**config.mk**
```make
export PLATFORM = sky130hd
export DESIGN_NAME = seq_alu
export DESIGN_NICKNAME = d
export VERILOG_FILES = /design/src/rtl/seq_alu.sv
export SDC_FILE = /design/constraint.sdc
export NUM_CORES = 1
export LEC_CHECK = 0
export BUFFER_PORTS_ARGS = -buffer_cell sky130_fd_sc_hd__buf_4
export CORE_ASPECT_RATIO = 0.6
export CORE_MARGIN = 2
export CORE_UTILIZATION = 25
export CTS_CLUSTER_SIZE = 20
export DETAILED_ROUTE_END_ITERATION = 8
export GPL_TIMING_DRIVEN = 0
export PLACE_DENSITY = 0.37
export SLEW_MARGIN = 25
export SYNTH_ARGS = -nofsm -noshare
export SYNTH_HDL_FRONTEND = slang
export SYNTH_SLANG_ARGS = --single-unit
export TNS_END_PERCENT = 30
```
**constraint.sdc**
```tcl
create_clock -name clock -period 3.67 [get_ports clock]
set_input_delay 0 -clock clock [delete_from_list [all_inputs] [get_ports clock]]
set_output_delay 0 -clock clock [all_outputs]
set_load 0.005 [all_outputs]
```
**src/rtl/seq_alu.sv**
```systemverilog
// seq_alu: registered 8-opcode ALU with a multi-cycle shift-add multiply and start/busy/done handshake
module seq_alu #(
  parameter int WIDTH = 8
) (
  input  logic               clock,
  input  logic               reset,
  input  logic               start,
  input  logic [2:0]         op,
  input  logic [WIDTH-1:0]   a,
  input  logic [WIDTH-1:0]   b,
  output logic               busy,
  output logic               done,
  output logic [2*WIDTH-1:0] y,
  output logic               err
);
  localparam int YW = 2 * WIDTH;
  localparam int CW = $clog2(WIDTH);
  typedef enum logic {IDLE, MUL} state_t;
  state_t state, state_n;
  logic [YW-1:0] mcand, acc, acc_n, alu_y;
  logic [WIDTH-1:0] mplier;
  logic [CW-1:0] cnt;
  logic [WIDTH:0] sum, diff;
  logic accept, last;
  assign accept = start && state == IDLE;
  assign last = cnt == CW'(WIDTH - 1);
  assign busy = state == MUL;
  assign acc_n = acc + (mplier[0] ? mcand : '0);
  assign sum = {1'b0, a} + {1'b0, b};
  // the extra top bit of the widened difference is the borrow
  assign diff = {1'b0, a} - {1'b0, b};
  always_comb begin
    alu_y = '0;
    alu_y = op == 3'd0 ? YW'(sum) :
            op == 3'd1 ? YW'(diff) :
            op == 3'd3 ? YW'(a & b) :
            op == 3'd4 ? YW'(a | b) :
            op == 3'd5 ? YW'(a ^ b) :
            op == 3'd6 ? YW'(a) : '0;
  end
  always_comb begin
    state_n = state;
    if (accept && op == 3'd2) state_n = MUL;
    else if (busy && last) state_n = IDLE;
  end
  always_ff @(posedge clock or posedge reset)
    if (reset) state <= IDLE;
    else state <= state_n;
  always_ff @(posedge clock or posedge reset) begin
    if (reset) begin
      done   <= 1'b0;
      y      <= '0;
      err    <= 1'b0;
      mcand  <= '0;
      mplier <= '0;
      acc    <= '0;
      cnt    <= '0;
    end else begin
      done <= (accept && op != 3'd2) || (busy && last);
      if (accept && op == 3'd2) begin
        mcand  <= YW'(a);
        mplier <= b;
        acc    <= '0;
        cnt    <= '0;
      end else if (accept) begin
        y   <= alu_y;
        err <= op == 3'd7;
      end else if (busy) begin
        acc    <= acc_n;
        mcand  <= mcand << 1;
        mplier <= mplier >> 1;
        cnt    <= cnt + 1'b1;
        if (last) begin
          y   <= acc_n;
          err <= 1'b0;
        end
      end
    end
  end
endmodule

```
; Yosys cells after proc, flatten, opt, wreduce, memory -nomap -nowiden
; Cells that the tools add are included.
[classes]
n_addsub = 4
eq_ne = 10
n_mux = 27
bitwise_logic = 5
n_reduce_logical = 12
[ops]
columns = op, n
row1 = two-way mux 16 bit, 10
row2 = two-way mux 8 bit, 7
row3 = two-way mux 9 bit, 2
row4 = adder 16 bit, 1
row5 = == test 3 bit (second input constant), 5
row6 = adder 8 x 8 -> 9 bit, 1
row7 = two-way mux 3 bit, 3
row8 = subtractor 8 x 8 -> 9 bit, 1
row9 = bitwise AND 8 bit, 1
row10 = OR 8 bit, 1
row11 = nonzero test 2 bit, 4
row12 = XOR 8 bit, 1
row13 = == test 3 x 2 -> 1 bit (second input constant), 2
row14 = two-way mux 1 bit, 5
row15 = logical AND 1 bit, 4
row16 = adder 3 x 1 -> 3 bit (second input constant), 1
row17 = == test 3 x 1 -> 1 bit (second input constant), 1
row18 = zero test 3 bit, 1
row19 = inequality test 3 x 2 -> 1 bit (second input constant), 1
row20 = AND reduction 3 bit, 1
row21 = inequality test 2 x 1 -> 1 bit (second input constant), 1
row22 = NOT 1 bit, 2
row23 = AND reduction 2 bit, 1
row24 = logical OR 1 bit, 1
[word_totals]
register_bits = 62
in_bits = 22
out_inout_bits = 19

; Depth between registers and ports, before layout
; Gate-level depths: netlist (run 1).
[depth]
word_depth = 8
mapped_depth = 10
depth_no_buf = 10

; Worst setup path after synthesis (run 1)
; No wires, ideal clock.
[synth_timing]
kind = flip-flop to flip-flop
from = register mplier[0]
to = register acc[10]
setup_ns = 0.121
arrival_time_ns = 2.314
required_ns = 3.549
slack_ns = 1.235
stages_incl_launch_ff = 11
n_path_buf = 0
synth_period_minus_slack_ns = 2.435
path_cell_list = dfrtp_1 and2_1 ha_1 fa_1 a21o_1 a21oi_2 o21ai_2 or2_1 a31oi_1 xnor2_1 a22o_1
[synth_between]
elab_chain_len = 5
[synth_rtl]
columns = item, line_no
row1 = start: declaration, 21  ; logic [WIDTH-1:0] mplier;
row2 = start signal: assignment, 71  ; mplier <= mplier >> 1;
row3 = two-way mux 16 bit, 28  ; assign acc_n = acc + (mplier[0] ? mcand : '0);
row4 = adder 16 bit, 28
row5 = two-way mux 16 bit, 68  ; end else if (busy) begin
row6 = two-way mux 16 bit, 65  ; end else if (accept) begin
row7 = two-way mux 16 bit, 60  ; if (accept && op == 3'd2) begin
row8 = end signal: assignment, 69  ; acc <= acc_n;
row9 = end: declaration, 20  ; logic [YW-1:0] mcand, acc, acc_n, alu_y;
; No other way between the ends. The select of a mux whose other input is x is not followed.
; A chain may end at the register's enable or synchronous reset.

; Worst setup path in the final report (run 1)
[layout_timing]
from = register mplier[0]
to = register acc[14]
; Same word-level chain as after synthesis.

==> results of run 1 <==
-- worst min path at each step --
stage	from	endpoint	slack [ns]
2_1_floorplan	a[1]	mcand[1]	0.12
3_3_place_gp	b[2]	mplier[2]	0.25
3_5_place_dp	reset	mplier[0]	0.01
4_1_cts	a[0]	mcand[0]	0.02
5_1_grt	a[0]	mcand[0]	0.03
6_report	a[0]	mcand[0]	0.03
-- metrics by stage --
step           hold slack [ns]  power [mW]
6_report                0.0282        3.49
4_1_cts                 0.0227        3.53
3_5_place_dp            0.0126        2.56
5_1_grt                 0.0331        3.75
3_3_place_gp             0.250        2.55
2_1_floorplan            0.124        2.00
-- per-layer routing --
metal / vias up / track usage
li1: 2004 / -
met1: 1981 / 0.278
met2: 97 / 0.224
met3: 9 / 0.0307
met4: 0 / 0.0314
met5: - / 0
-- layout make-up --
type | instances | share of cell area
clock buffer | 11 | 0.0447
inverter | 32 | 0.0221
clock inverter | 4 | 0.0124
multi-input combinational | 407 | 0.486
sequential | 62 | 0.275
buffer | 27 | 0.0250
tap | 240 | 0.0531
timing repair buffer | 55 | 0.0819
-- kinds of logic (layout without fill, tap and decap cells) --
group / Yosys count / after routing / synth area share
adders and majority gates: 44 / 44 / 0.126
xor gates and xnor gates: 16 / 16 / 0.0307
buffers and inverters: 59 / 129 / 0.0579
and+or+nand+nor: 176 / 176 / 0.184
AOI/OAI and AO/OA: 168 / 168 / 0.255
DFF: 62 / 62 / 0.340
muxes: 3 / 3 / 0.00686
-- report_power, final --
group	total (mW)	switching [mW]	internal (mW)
Sequential	1.11	0.181	0.931
Clock	0.936	0.311	0.625
Combinational	1.45	0.867	0.578
-- registers in the layout, summed over array words and instances, names as in the netlist --
name and cells:
err 1, cnt 3, y 16, busy 1
mcand 16, mplier 8, done 1, acc 16
-- worst min-delay path, cell delays in order --
cell	delay [ns]
buf_4	0.09
inv_1	0.06
o21ai_0	0.16
-- cell usage in the layout, fill, tap and decap left out, types with 4 or more instances in the layout --
cell type / instances
o22ai_1: 9
a21o_1: 9
buf_4: 40
clkbuf_1: 11
ha_1: 41
nor2_1: 12
o21bai_1: 5
xnor2_1: 10
dfrtp_1: 62
buf_2: 10
a22oi_1: 21
inv_1: 29
nand3b_1: 4
and2_1: 18
a21oi_1: 25
nand3_1: 13
a21boi_0: 4
nor2b_1: 6
a22o_1: 7
nand2_1: 99
o21ai_0: 43
o31ai_1: 5
clkbuf_16: 9
dlygate4sd3_1: 15
xor2_1: 6
==> key figures, run 1 <==
Yosys
  – Seq/Total Area, Yosys: 0.340
  – Syn nets: 594
  – Post-synth top area cell: dfrtp_1
  – Yosys warning count: 0
  – Syn Area/Cell: 8.64 um2
  – Dominant synthesized flop cell: dfrtp_1
  – Share of flip-flops with an asynchronous set or reset: 1.00
  – Mapped cell area: 0.00456 mm2
  – Synth unique cells: 69
  – Post-synth EDFFs: 0
  – Ranking of synthesized cells by area: dfrtp_1 (34%), ha_1 (11%), nand2_1 (8.1%)
  – Count leader, synth: nand2_1
  – Top cells by count, synth: nand2_1 (99), dfrtp_1 (62), o21ai_0 (43), ha_1 (41), inv_1 (30)
  – Mapped Cells: 528
  – Yosys top cell area share: 0.340
  – Flops & latches, synth: 62

Route
  – Post-DRT Antenna Nets: 0
  – Top Layer Used: met4
  – DRT Wirelength: 15.5 mm
  – Average routed wire per standard cell: 18.4 um
  – Starting DRT DRC Count: 249
  – Via-to-Cell Ratio: 4.88
  – Met3 wire len: 724 um
  – Met2 wire len: 5.74 mm
  – Total number of vias: 4091
  – # DRC: 0
  – DR pass1 iterations: 5
  – Post-Route M1 WL: 8.87 mm

Timing
  – Rel. slew slack: 0.445
  – Final slew viol count: 0
  – Fmax: 339 MHz
  – RSZ-0062 raised after global routing: no
  – Final period util: 0.804
  – Setup WS post-layout: 0.719 ns
  – Final min period: 2.95 ns
  – Max Clock Skew: 0.00842 ns
  – Final hold violation count: 0
  – # setup viols final: 0
  – Tightest Pin Transition: 0.833 ns
  – Fin Setup TNS: 0 ns

CTS
  – Root Driver: clkbuf_16
  – CTS Sinks: 62
  – Reg clk slew, reported paths: 0.05 ns
  – Setup bufs post-CTS: 0
  – Worst-Skew Late Latency: 0.33 ns
  – CTS Hold Buffers Added: 15
  – Total CTS buffers: 9
  – Post-cts repair resize count: 0
  – CTS tree: done
  – H-tree depth: 3
  – CTS Buffer Depth: 2

Worst setup path
  – Worst-path fanout max: 10
  – Max incr delay on CP: 0.48 ns
  – Crit path to: acc[14]
  – FF-to-FF End: acc[14]
  – Most frequent CP cell: a21oi_1
  – Critical path's top delay family: simple AND/OR/NAND/NOR gates
  – CP required: 3.93 ns
  – FF-to-FF path depth: 10
  – Setup CP Type: reg -> reg
  – Critical path depth in cells: 10
  – Worst setup startpoint: mplier[0]
  – Worst EP arrival: 3.21 ns
  – Critical-path cell list: clkbuf_1, and2_1, ha_1, a21oi_1, a21oi_1, nor2b_1, o21ai_1, a21boi_0, or3_1, nand3_1
  – Worst flop-to-flop path startpoint: mplier[0]
  – Setup crit start kind: register
  – Reg2reg setup slack: 0.72 ns
  – WP buf/inv: 1
  – Crit. End Element: register
  – Worst path slowest cell: dfrtp_1

Placed design
  – Routability cong.: 0.825
  – Post-DP HPWL: 12.0 mm
  – Placed insts: 808
  – Placed cell area: 0.00518 mm2
  – Place WS: 0.696 ns
  – IO buf count: 39

Layout
  – FF+latch area: 0.00155 mm2
  – Fin cells: 838
  – Final layout net count: 660
  – Layout Area Growth over Synthesis: 23.9%
  – Area of the multi-input gates: 0.00275 mm2
  – Antenna fix cells: 0
  – Final instance area: 0.00565 mm2
  – Share of layout cells above drive strength 1: 0.156
  – FILL cells: 1943
  – Final core occ: 0.314

Floorplan
  – Initial core utilization: 0.254
  – Row count: 38
  – DIE HEIGHT: 109 um
  – Die Wd: 178 um
  – Core Region: 0.0180 mm2
  – Num ports: 41
  – Die Area: 0.0194 mm2

Global routing
  – Initial antenna violation count: 0
  – Vias in the first global route: 3979
  – Global Route Usage Sum: 0.170
  – First-pass GRT wire length: 24.1 mm
  – Total grt overflow: 0
  – Largest net degree at the start of global routing: 39

Power and ir drop
  – Power Dens Cells: 618 mW/mm2
  – Lkg Pwr: 2.68 nW
  – Max rail drop VDD: 210 uV

Outcome
  – Status: complete, no violations

Min path
  – Min-delay worst type: in -> reg
  – Worst hold stages: 3

Job
  – Max-cap violations: 0
No activity file was read; power rests on OpenSTA's default activity.
==> run 2: changes to the inputs <==
==> constraint.sdc (replaced) <==
create_clock -name clock -period 2.9 [get_ports clock]
set_input_delay 0 -clock clock [delete_from_list [all_inputs] [get_ports clock]]
set_output_delay 0 -clock clock [all_outputs]
set_load 0.005 [all_outputs]
==> run 2 against run 1 <==
Compared with the run above:
- worst setup slack worse by 0.55 ns
- sequential share of layout area hardly changed
- critical path type unchanged
- cell count stayed put
- critical path depth is 1 lower
- largest cell class unchanged
- routed wire length hardly changed
- total power is 27% higher
- die area stayed put
- global-route usage stayed put
- clock skew hardly changed
- clock power is 27% higher
- worst hold slack worse by 0.00076 ns
- combinational power is 26% higher
==> key figures, run 2 (synthesis results as in run 1) <==
Outcome
  – Status: complete, no violations (unchanged)

Timing
  – Fmax: 366 MHz (was 339 MHz)
  – Final slew viol count: 0 (unchanged)
  – Final hold violation count: 0 (unchanged)
  – Final min period: 2.73 ns (was 2.95 ns)
  – Max Clock Skew: 0.00793 ns (was 0.00842 ns)
  – Rel. slew slack: 0.459 (was 0.445)
  – # setup viols final: 0 (unchanged)
  – Final period util: 0.942 (was 0.804)
  – RSZ-0062 raised after global routing: yes (was no)
  – Tightest Pin Transition: 0.812 ns (was 0.833 ns)

Worst setup path
  – Setup CP Type: reg -> reg (unchanged)
  – Worst-path fanout max: 10 (unchanged)
  – Critical path's top delay family: compound AO/OA/AOI/OAI gates (was simple AND/OR/NAND/NOR gates)
  – CP required: 3.14 ns (was 3.93 ns)
  – Crit path to: y[15] (was acc[14])
  – FF-to-FF path depth: 9 (was 10)
  – Critical path depth in cells: 9 (was 10)
  – Max incr delay on CP: 0.46 ns (was 0.48 ns)
  – Crit. End Element: register (unchanged)
  – Worst setup startpoint: mplier[0] (unchanged)
  – Worst flop-to-flop path startpoint: mplier[0] (unchanged)
  – Worst path slowest cell: dfrtp_2 (was dfrtp_1)
  – WP buf/inv: 1 (unchanged)
  – Setup crit start kind: register (unchanged)
  – Worst EP arrival: 2.97 ns (was 3.21 ns)
  – Most frequent CP cell: a21o_1 (was a21oi_1)
  – Reg2reg setup slack: 0.17 ns (was 0.72 ns)
  – Critical-path cell list: clkbuf_2, and2_1, ha_1, a21o_1, a21o_1, or3_1, o21ai_1, a21oi_1, o31ai_2 (was clkbuf_1, and2_1, ha_1, a21oi_1, a21oi_1, nor2b_1, o21ai_1, a21boi_0, or3_1, nand3_1)
  – FF-to-FF End: y[15] (was acc[14])

Placed design
  – Post-DP HPWL: 12.0 mm (unchanged)
  – Placed insts: 808 (unchanged)
  – Routability cong.: 0.825 (unchanged)
  – IO buf count: 39 (unchanged)

CTS
  – Root Driver: clkbuf_16 (unchanged)
  – CTS tree: done (unchanged)
  – Worst-Skew Late Latency: 0.33 ns (about the same)
  – H-tree depth: 3 (unchanged)
  – CTS Buffer Depth: 2 (unchanged)
  – Reg clk slew, reported paths: 0.06 ns (was 0.05 ns)
  – Total CTS buffers: 9 (unchanged)
  – CTS Sinks: 62 (unchanged)

Layout
  – Layout Area Growth over Synthesis: 23.9% (about the same)
  – Antenna fix cells: 0 (unchanged)
  – Most frequent cells in the layout: nand2_1 (99), dfrtp_1 (61), o21ai_0 (42) (was nand2_1 (99), dfrtp_1 (62), o21ai_0 (43))
  – FILL cells: 1943 (unchanged)
  – Fin cells: 838 (unchanged)
  – Final core occ: 0.315 (was 0.314)
  – Leading registers by flop count: acc: 16 flops, mcand: 16 flops, y: 16 flops (unchanged)
  – Commonest non-fill, non-tap cell in the layout: nand2_1 (unchanged)
  – Share of layout cells above drive strength 1: 0.159 (was 0.156)
  – Final layout net count: 660 (unchanged)

Floorplan
  – Die Area: 0.0194 mm2 (unchanged)
  – Row count: 38 (unchanged)
  – DIE HEIGHT: 109 um (unchanged)
  – Num ports: 41 (unchanged)
  – Core Region: 0.0180 mm2 (unchanged)
  – Initial core utilization: 0.254 (unchanged)
  – Die Wd: 178 um (unchanged)

Route
  – DR pass1 iterations: 5 (unchanged)
  – Starting DRT DRC Count: 245 (was 249)
  – Total number of vias: 4089 (was 4091)
  – Via-to-Cell Ratio: 4.88 (about the same)
  – Post-DRT Antenna Nets: 0 (unchanged)
  – DRT Wirelength: 15.4 mm (was 15.5 mm)
  – Average routed wire per standard cell: 18.4 um (about the same)
  – # DRC: 0 (unchanged)

Global routing
  – Vias in the first global route: 3979 (unchanged)
  – Initial antenna violation count: 0 (unchanged)
  – First-pass GRT wire length: 24.1 mm (unchanged)
  – Global Route Usage Sum: 0.170 (unchanged)
  – Total grt overflow: 0 (unchanged)
  – Largest net degree at the start of global routing: 39 (unchanged)

Min path
  – Min-delay worst type: in -> reg (unchanged)

Power and ir drop
  – Power Dens Cells: 783 mW/mm2 (was 618 mW/mm2)
  – Max rail drop VDD: 266 uV (was 210 uV)
  – Lkg Pwr: 2.68 nW (about the same)

Job
  – Max-cap violations: 0 (unchanged)
==> run 2: cell counts in the layout (fill, tap and decap cells not counted) <==
Identical to the previous run, type by type.
==> run 2: per-layer routing <==
metal  track usage  vias up  share of wire
met5             0        -              0
met4        0.0314        0         0.0080
met3        0.0307        9          0.046
met2         0.224       87           0.37
met1         0.278     1987           0.58
li1              -     2006              -
==> run 2: area by class of cell <==
cell class              instances  area, um2  share of cell area
plain buffers                  27        143              0.0252
clock buffers                  11        253              0.0447
clock inverters                 4       70.1              0.0124
inverters                      32        125              0.0221
multi-input cells             407       2750               0.486
flip-flops and latches         62       1550               0.275
well taps                     240        300              0.0531
repair buffers                 55        463              0.0819
==> run 2: report_power, final <==
part           switching [mW]  internal (mW)
clock                   0.394          0.791
sequential              0.230           1.18
combinational            1.10          0.734
total                    1.72           2.71
==> run 2: how the worst min path moves through the flow <==
stage | slack (ns) | depth (start not counted) | to | start
after global placement | 0.25 | 3 | mplier[2] | b[2]
after global routing | 0.03 | 3 | mcand[0] | a[0]
after CTS | 0.02 | 3 | mcand[0] | a[0]
final | 0.03 | 3 | mcand[0] | a[0]
after detailed placement | 0.01 | 2 | mplier[0] | reset
after floorplan | 0.12 | 2 | mcand[1] | a[1]
==> run 2: worst min-delay path: stages <==
cell     delay (ns)
buf_4          0.09
inv_1          0.06
o21ai_0        0.16
==> run 2: repair_timing <==
action | 4_1_cts | 5_1_grt
setup endpoints to repair | 6 | 7
hold buffers | 15 | 0
setup buffers | 0 | 0
endpoints found under the hold margin | 38 | 0
resized for setup | 1 | 5
==> run 2: stage by stage <==
step / worst slack [ns] / power [mW] / area, um2 / hold slack (ns) / TNS, ns
after floorplan: 0.465 / 2.53 / 4560 / 0.124 / 0
after global placement: -0.0572 / 3.22 / 5150 / 0.250 / -0.263
after detailed placement: -0.0739 / 3.24 / 5180 / 0.0126 / -0.259
after CTS: 0.0743 / 4.47 / 5650 / 0.0227 / 0
after global routing: -0.00182 / 4.75 / 5650 / 0.0331 / -0.00182
final: 0.169 / 4.43 / 5650 / 0.0275 / 0
